[src/rtl/stream_turbo_encode.sv]
// Streaming rate-1/3 turbo encoder: ping-pong input banks feeding two 8-state RSC
// encoders (natural and interleaved order) with optional 3-symbol trellis termination.
module stream_turbo_encode #(
  parameter int unsigned N         = 64,
  parameter int unsigned TAIL_BITS = 0
) (
  input  logic                 clk,
  input  logic                 rst,
  input  logic                 in_valid,
  output logic                 in_ready,
  input  logic                 in_bit,
  output logic [$clog2(N)-1:0] il_addr,
  input  logic [$clog2(N)-1:0] il_data,
  output logic                 out_valid,
  input  logic                 out_ready,
  output logic                 out_sys,
  output logic                 out_p1,
  output logic                 out_p2
);
  localparam int unsigned AW = $clog2(N);

  typedef enum logic [1:0] {IDLE, DATA, TAIL} state_e;

  state_e        state_q, state_d;
  logic [N-1:0]  bank_q [2];
  logic [N-1:0]  bank_d [2];
  logic [1:0]    full_q, full_d;
  logic          fill_bank_q, fill_bank_d;
  logic          drain_bank_q, drain_bank_d;
  logic [AW-1:0] fill_ptr_q, fill_ptr_d;
  logic [AW-1:0] cnt_q, cnt_d;
  logic [2:0]    s1_q, s1_d, s2_q, s2_d;
  logic          in_ready_q, in_ready_d;
  logic          out_valid_q, out_valid_d;

  logic u1, u2, fb1, fb2, p1, p2, fire, drop_bank;

  // Encoder inputs: bank data in DATA, feedback-cancelling u = s2^s3 in TAIL (gives fb = 0).
  always_comb begin
    if (state_q == TAIL) begin
      u1 = s1_q[1] ^ s1_q[2];
      u2 = s2_q[1] ^ s2_q[2];
    end else begin
      u1 = bank_q[drain_bank_q][cnt_q];
      u2 = bank_q[drain_bank_q][il_data];
    end
    fb1  = u1 ^ s1_q[1] ^ s1_q[2];
    fb2  = u2 ^ s2_q[1] ^ s2_q[2];
    p1   = fb1 ^ s1_q[0] ^ s1_q[2];
    p2   = fb2 ^ s2_q[0] ^ s2_q[2];
    fire = out_valid_q && out_ready;
  end

  always_comb begin
    state_d      = state_q;
    bank_d       = bank_q;
    full_d       = full_q;
    fill_bank_d  = fill_bank_q;
    fill_ptr_d   = fill_ptr_q;
    drain_bank_d = drain_bank_q;
    cnt_d        = cnt_q;
    s1_d         = s1_q;
    s2_d         = s2_q;
    drop_bank    = 1'b0;

    if (in_valid && in_ready_q) begin
      bank_d[fill_bank_q][fill_ptr_q] = in_bit;
      if (fill_ptr_q == AW'(N - 1)) begin
        full_d[fill_bank_q] = 1'b1;
        fill_ptr_d          = '0;
        fill_bank_d         = ~fill_bank_q;
      end else begin
        fill_ptr_d = fill_ptr_q + AW'(1);
      end
    end

    // State vector is {s3,s2,s1}; shifting in fb gives (fb,s1,s2).
    case (state_q)
      IDLE: begin
        if (full_q[drain_bank_q]) begin
          state_d = DATA;
          cnt_d   = '0;
          s1_d    = '0;
          s2_d    = '0;
        end
      end
      DATA: begin
        if (fire) begin
          s1_d = {s1_q[1:0], fb1};
          s2_d = {s2_q[1:0], fb2};
          if (cnt_q == AW'(N - 1)) begin
            cnt_d = '0;
            if (TAIL_BITS == 3) state_d = TAIL;
            else                drop_bank = 1'b1;
          end else begin
            cnt_d = cnt_q + AW'(1);
          end
        end
      end
      TAIL: begin
        if (fire) begin
          s1_d = {s1_q[1:0], fb1};
          s2_d = {s2_q[1:0], fb2};
          if (cnt_q == AW'(2)) drop_bank = 1'b1;
          else                 cnt_d = cnt_q + AW'(1);
        end
      end
      default: state_d = IDLE;
    endcase

    // A bank filling on this same edge counts, so streamed frames run back-to-back.
    if (drop_bank) begin
      full_d[drain_bank_q] = 1'b0;
      drain_bank_d         = ~drain_bank_q;
      cnt_d                = '0;
      s1_d                 = '0;
      s2_d                 = '0;
      state_d              = full_d[~drain_bank_q] ? DATA : IDLE;
    end

    in_ready_d  = !full_d[fill_bank_d];
    out_valid_d = (state_d != IDLE);
  end

  always_ff @(posedge clk or posedge rst) begin
    if (rst) begin
      state_q      <= IDLE;
      bank_q[0]    <= '0;
      bank_q[1]    <= '0;
      full_q       <= '0;
      fill_bank_q  <= 1'b0;
      fill_ptr_q   <= '0;
      drain_bank_q <= 1'b0;
      cnt_q        <= '0;
      s1_q         <= '0;
      s2_q         <= '0;
      in_ready_q   <= 1'b0;
      out_valid_q  <= 1'b0;
    end else begin
      state_q      <= state_d;
      bank_q       <= bank_d;
      full_q       <= full_d;
      fill_bank_q  <= fill_bank_d;
      fill_ptr_q   <= fill_ptr_d;
      drain_bank_q <= drain_bank_d;
      cnt_q        <= cnt_d;
      s1_q         <= s1_d;
      s2_q         <= s2_d;
      in_ready_q   <= in_ready_d;
      out_valid_q  <= out_valid_d;
    end
  end

  assign in_ready  = in_ready_q;
  assign out_valid = out_valid_q;
  assign il_addr   = cnt_q;
  assign out_sys   = out_valid_q & u1;
  assign out_p1    = out_valid_q & p1;
  assign out_p2    = out_valid_q & p2;

endmodule

[config.mk]
export PLATFORM = sky130hd
export DESIGN_NAME = stream_turbo_encode
export DESIGN_NICKNAME = d
export VERILOG_FILES = /design/src/rtl/stream_turbo_encode.sv
export SDC_FILE = /design/constraint.sdc
export NUM_CORES = 1
export LEC_CHECK = 0
export ABC_AREA = 1
export CAP_MARGIN = 20
export CELL_PAD_IN_SITES_DETAIL_PLACEMENT = 1
export CELL_PAD_IN_SITES_GLOBAL_PLACEMENT = 1
export CORE_ASPECT_RATIO = 0.8
export CORE_MARGIN = 5
export CORE_UTILIZATION = 42
export CTS_CLUSTER_SIZE = 25
export DETAILED_ROUTE_END_ITERATION = 16
export PLACE_DENSITY_LB_ADDON = 0.1
export SLEW_MARGIN = 20
export SYNTH_ARGS = -nofsm -noshare
export SYNTH_HDL_FRONTEND = slang
export SYNTH_SLANG_ARGS = --single-unit
[constraint.sdc]
create_clock -name clk -period 5.2 [get_ports clk]
set_input_delay 1.04 -clock clk [delete_from_list [all_inputs] [get_ports clk]]
set_output_delay 1.04 -clock clk [all_outputs]
set_load 0.02 [all_outputs]
Word-level counts from Yosys, hierarchy flattened
Cells that the tools add are included.
{ "word_totals": {"regBits": 154, "latch_bits": 0, "ramBits": 0, "romBits": 0, "input_bits": 11, "word_cells": 124, "n_memories": 0} }
{ "op_classes": {"add_sub_neg": 2, "n_mul": 0, "div_mod_pow": 0, "magnitude_cmp": 13, "n_eq_ne": 10, "shifts": 0, "muxes": 53, "bitwise_logic": 20, "n_reduce_logical": 14} }
{ "op_table": {"columns": ["cell", "n"], "rows": [
  ["$mux W64", 4],
  ["$bwmux W128", 1],
  ["$demux W64 S1", 1],
  ["$mux W6", 7],
  ["$lt A6 B7 Y1 const B", 3],
  ["$mux W1", 20],
  ["$pmux W6 S3", 1],
  ["$mux W3", 5],
  ["$add A6 B1 Y6 const B", 2],
  ["$bmux W1 S6", 2],
  ["$eq A6 B6 Y1 const B", 2],
  ["$ne A3 B3 Y1 const B", 4],
  ["$pmux W3 S2", 2],
  ["$mux W2", 5],
  ["$xor A1 B1 Y1", 10],
  ["$lt A1 B2 Y1 const B", 4],
  ["$demux W1 S6", 1],
  ["$eq A6 B2 Y1 const B", 1],
  ["$ge A6 B1 Y1 const B", 1],
  ["$logic_and A1 B1 Y1", 6],
  ["$reduce_and A5 Y1", 1],
  ["$ge A2 B2 Y1 const B", 2],
  ["$not A1 Y2", 2],
  ["$pmux W2 S2", 1],
  ["other kinds (19)", 24]
]} }

Depth between registers and ports, before layout
{ "logic_depth": {"word_depth": 13, "mapped_depth": 20, "ltp_nobuf": 18} }

Worst setup path before layout
Ideal clock, no wire load.
{ "synth_timing": {"kind": "input to output", "start": "input il_data[0]", "end": "output out_p2", "t_arrival_ps": 2485, "required_time_ps": 4160, "slack_ps": 1675, "path_stages": 14, "cell_sequence": "buf_2 clkbuf_1 nand3_1 nand3_1 nand3_1 nand3_1 nand3_1 nand3_1 nand2_1 nand2_1 nand3_1 nand2_1 inv_1 nor2_1"} }
{ "synth_via": {"elab_chain_len": 8} }
{ "synth_lines": {"columns": ["item", "line_no", "text"], "rows": [
  ["from (decl)", "13", "input logic [$clog2(N)-1:0] il_data,"],
  ["$bmux W1 S6", "45", "u2 = bank_q[drain_bank_q][il_data];"],
  ["$mux W1 (not written as such)", "45", null],
  ["$mux W1", "40", "if (state_q == TAIL) begin"],
  ["$xor A1 B1 Y1 (2 in series)", "48", "fb2 = u2 ^ s2_q[1] ^ s2_q[2];"],
  ["$xor A1 B1 Y1 (2 in series)", "50", "p2 = fb2 ^ s2_q[0] ^ s2_q[2];"],
  ["$and A1 B1 Y1", "159", "assign out_p2 = out_valid_q & p2;"],
  ["to (decl)", "18", "output logic out_p2"]
]} }
Every way passes these cells. The select of a mux whose other input is x is not followed.

Final worst setup path
{ "layout_timing": {"start": "input il_data[1]", "end": "output out_p2"} }
Same word-level chain as after synthesis.

==> metrics <==
synthesized flop and latch total=154; part of the Yosys area used for sequential elements=41.0%; Overflow after GRT=0; Leak Pwr=~5.3 nW; CTS H-tree lvls=4; Port Buffers=21; largest cells by area after synthesis=dfrtp_1 (41%), nand3_1 (15%), nand2_1 (11%); post-CTS sizing=0; pre-CTS setup slack=404 ps; Ys Warns=0; crit-path max FO=16; crit path cell chain=clkdlybuf4s50_1, inv_1, nand3_1, nand3_1, nand3_1, nand3_1, nand3_1, nand3_1, nand3_1, nand2_1, inv_1, nor2_1, clkdlybuf4s50_1; Power Dens Cells=approximately 490 nW/um^2; Simple-Gate Fraction of Synth Area=34.7%; IO Count=22; status=finished clean; most frequent cells in the layout=nand3_1 (280), nand2_1 (280), nor2_1 (162), dfrtp_1 (153), inv_1 (141); Antenna diodes=0; # Post-CTS Setup Buffers=0; max frequency=between 0.2 and 0.25 GHz; RSZ-0062 raised after global routing=no; final wirelength=34600 um; worst endpoint data arrival time=between 3000 and 4000 ps; GPL Wtd Cong=around 0.86; Synth top area share=41.0%; die height=~140 um; largest net degree at the start of global routing=85; Mapped Area=approximately 9400 um^2; worst hold path class=flop to flop; hold slack=474 ps; Slew Limit Fails=0; met2 Use GR=roughly 44%; DIE WIDTH=177 um; peak supply drop=roughly 0.00027 V; initial antenna violation count=0; mux contribution to synthesized area=0%; M1 GR Usage=40.1%; area delta synth->final=10.9%; layout cell share with drive strength beyond 1=under 10%; Adder-Cell Fraction of Synth Area=between 1 and 1.5%; root buf cell=clkbuf_16; final total power=between 5 and 6 mW; clk buf depth=2; Startpoint Class=input port; Worst EP required=between 4000 and 5000 ps; post-synthesis compound-gate area fraction=between 10% and 20%; Crit path max-delay family=buffers and inverters; Sum Neg Setup Slack=0 ps; CTS tree=done; Initial Utilization=about 42%; Vias=approximately 9400; grt met3 use=around 6.5%; CP endpoint kind=primary output; Most common cell on crit path=nand3_1; DR pass1 iterations=5; vias per cell=approximately 5.7; first-pass GRT wire length=55500 um; Total GRT Usage=28.3%; Final Hold Viols=0; Setup-failing EPs final=0; Post-CTS Hold Buffers=0; CP peak stage delay=between 600 and 700 ps; largest family of logic cells by synthesized area=simple AND/OR/NAND/NOR gates; Core Box Area=between 20000 and 25000 um^2; syn_nets=approximately 1400; Final Critical Period=~4900 ps; gr busiest metal=met2; Post-DP HPWL=approximately 22000 um; # rows=49; Total Nets Final=around 1400; # DRC=0; synthesized instance count=~1300; DR iter-0 viols=slightly above 700; crit share post-route=a little over nine tenths; Synth Area in XOR/XNOR=less than 1%; post-synth top area cell=dfrtp_1; Syn Area/Cell=~7 um^2; Die ar.=25500 um^2; post-route worst setup slack=around 320 ps; critical path's slowest cell=clkdlybuf4s50_1; worst path bufs/invs=4; Clock Latency Late Sink=460 ps; max-cap violations=0; Final Skew=approximately 12 ps; crit path kind=input port to primary output; number of buffers created by CTS=17; Worst-path clk slew=about 60 ps; Sink Count=between 150 and 200; Final ANT Viol Nets=0; Avg WL per Cell=21.0 um; synth unique cells=45; Tightest Pin Transition=around 1000 ps; relative slew slack=between 30% and 40%; vias in the first global route=between 9000 and 10000
-- through the flow --
step / utilization [%] / instance area (um^2) / instances
3_5_place_dp: 43.8 / 9750 / 1618
6_report: 46.8 / 10400 / 1651
3_3_place_gp: 43.8 / 9750 / 1618
2_1_floorplan: - / 9390 / 1347
5_1_grt: 46.8 / 10400 / 1651
4_1_cts: 46.7 / 10400 / 1650
-- registers in the layout (all words and copies together) (netlist names) --
register,count
bank_q,128
drain_bank_q,1
fill_bank_q,1
fill_ptr_q,6
full_q,2
il_addr,6
in_ready,1
out_valid,1
s1_q,3
s2_q,3
state_q,2
-- cell families after synthesis --
kind of cell / count (synthesis)
adder cells (fa/ha/maj): 8
buffers and inverters: 223
AO/OA/AOI/OAI: 209
XOR/XNOR: 7
AND/OR/NAND/NOR: 746
flip-flops: 154
-- worst paths after layout --
| kind | from | end | slack, ps | cells past startpoint |
|---|---|---|---|---|
| min reg2reg | bank_q[106] | bank_q[106] | 470 | 2 |
| max in group asynchronous | rst | bank_q[94] | 3140 | 3 |
| min | bank_q[106] | bank_q[106] | 470 | 2 |
| min in group asynchronous | rst | bank_q[16] | 1120 | 2 |
| max reg2reg | il_addr[0] | il_addr[4] | 2540 | 13 |
| max | il_data[1] | out_p2 | 320 | 13 |
-- layout make-up --
| cell class | instances | area, um^2 |
|---|---|---|
| timing repair buffer | 38 | 388 |
| fill | 2870 | 11800 |
| tap | 306 | 383 |
| clock inverter | 11 | 194 |
| sequential | 154 | 3850 |
| multi-input combinational | 970 | 4560 |
| inverter | 151 | 581 |
| clock buffer | 21 | 450 |
-- worst register-to-register path, cell delays in order, from the launching register on --
cell,delay (ps)
dfrtp_1,440
buf_4,270
inv_4,300
ha_1,240
nand3_2,110
nand2_2,110
nand4_4,140
nand2_2,150
nor2_2,60
nor3_4,230
inv_2,130
nor3_2,180
nand2_1,90
a21oi_1,150
-- power breakdown --
| group | switching (mW) | leakage (nW) | internal [mW] | total, mW |
|---|---|---|---|---|
| registers | 0.222 | 2.06 | 1.50 | 1.72 |
| logic | 1.40 | 2.91 | 0.581 | 1.98 |
| clock network | 0.557 | 0.300 | 0.864 | 1.42 |
-- Yosys cell counts, drive strengths merged --
cell type,count
a211oi,2
a21boi,1
a21oi,122
a221oi,1
a31o,1
a31oi,29
and3,1
buf,36
clkbuf,36
clkinv,3
dfrtp,154
ha,8
inv,148
nand2,285
nand3,281
nand4,4
nor2,168
nor3,6
o211ai,6
o21a,1
o21ai,40
o22ai,5
o31ai,1
or2,1
xnor2,1
xor2,6
-- per-layer routing --
metal,wire (um),up-vias
li1,-,4409
met1,16400,4676
met2,15200,283
met3,2390,54
met4,704,0
met5,0,-
(Power assumes the default switching activity.)
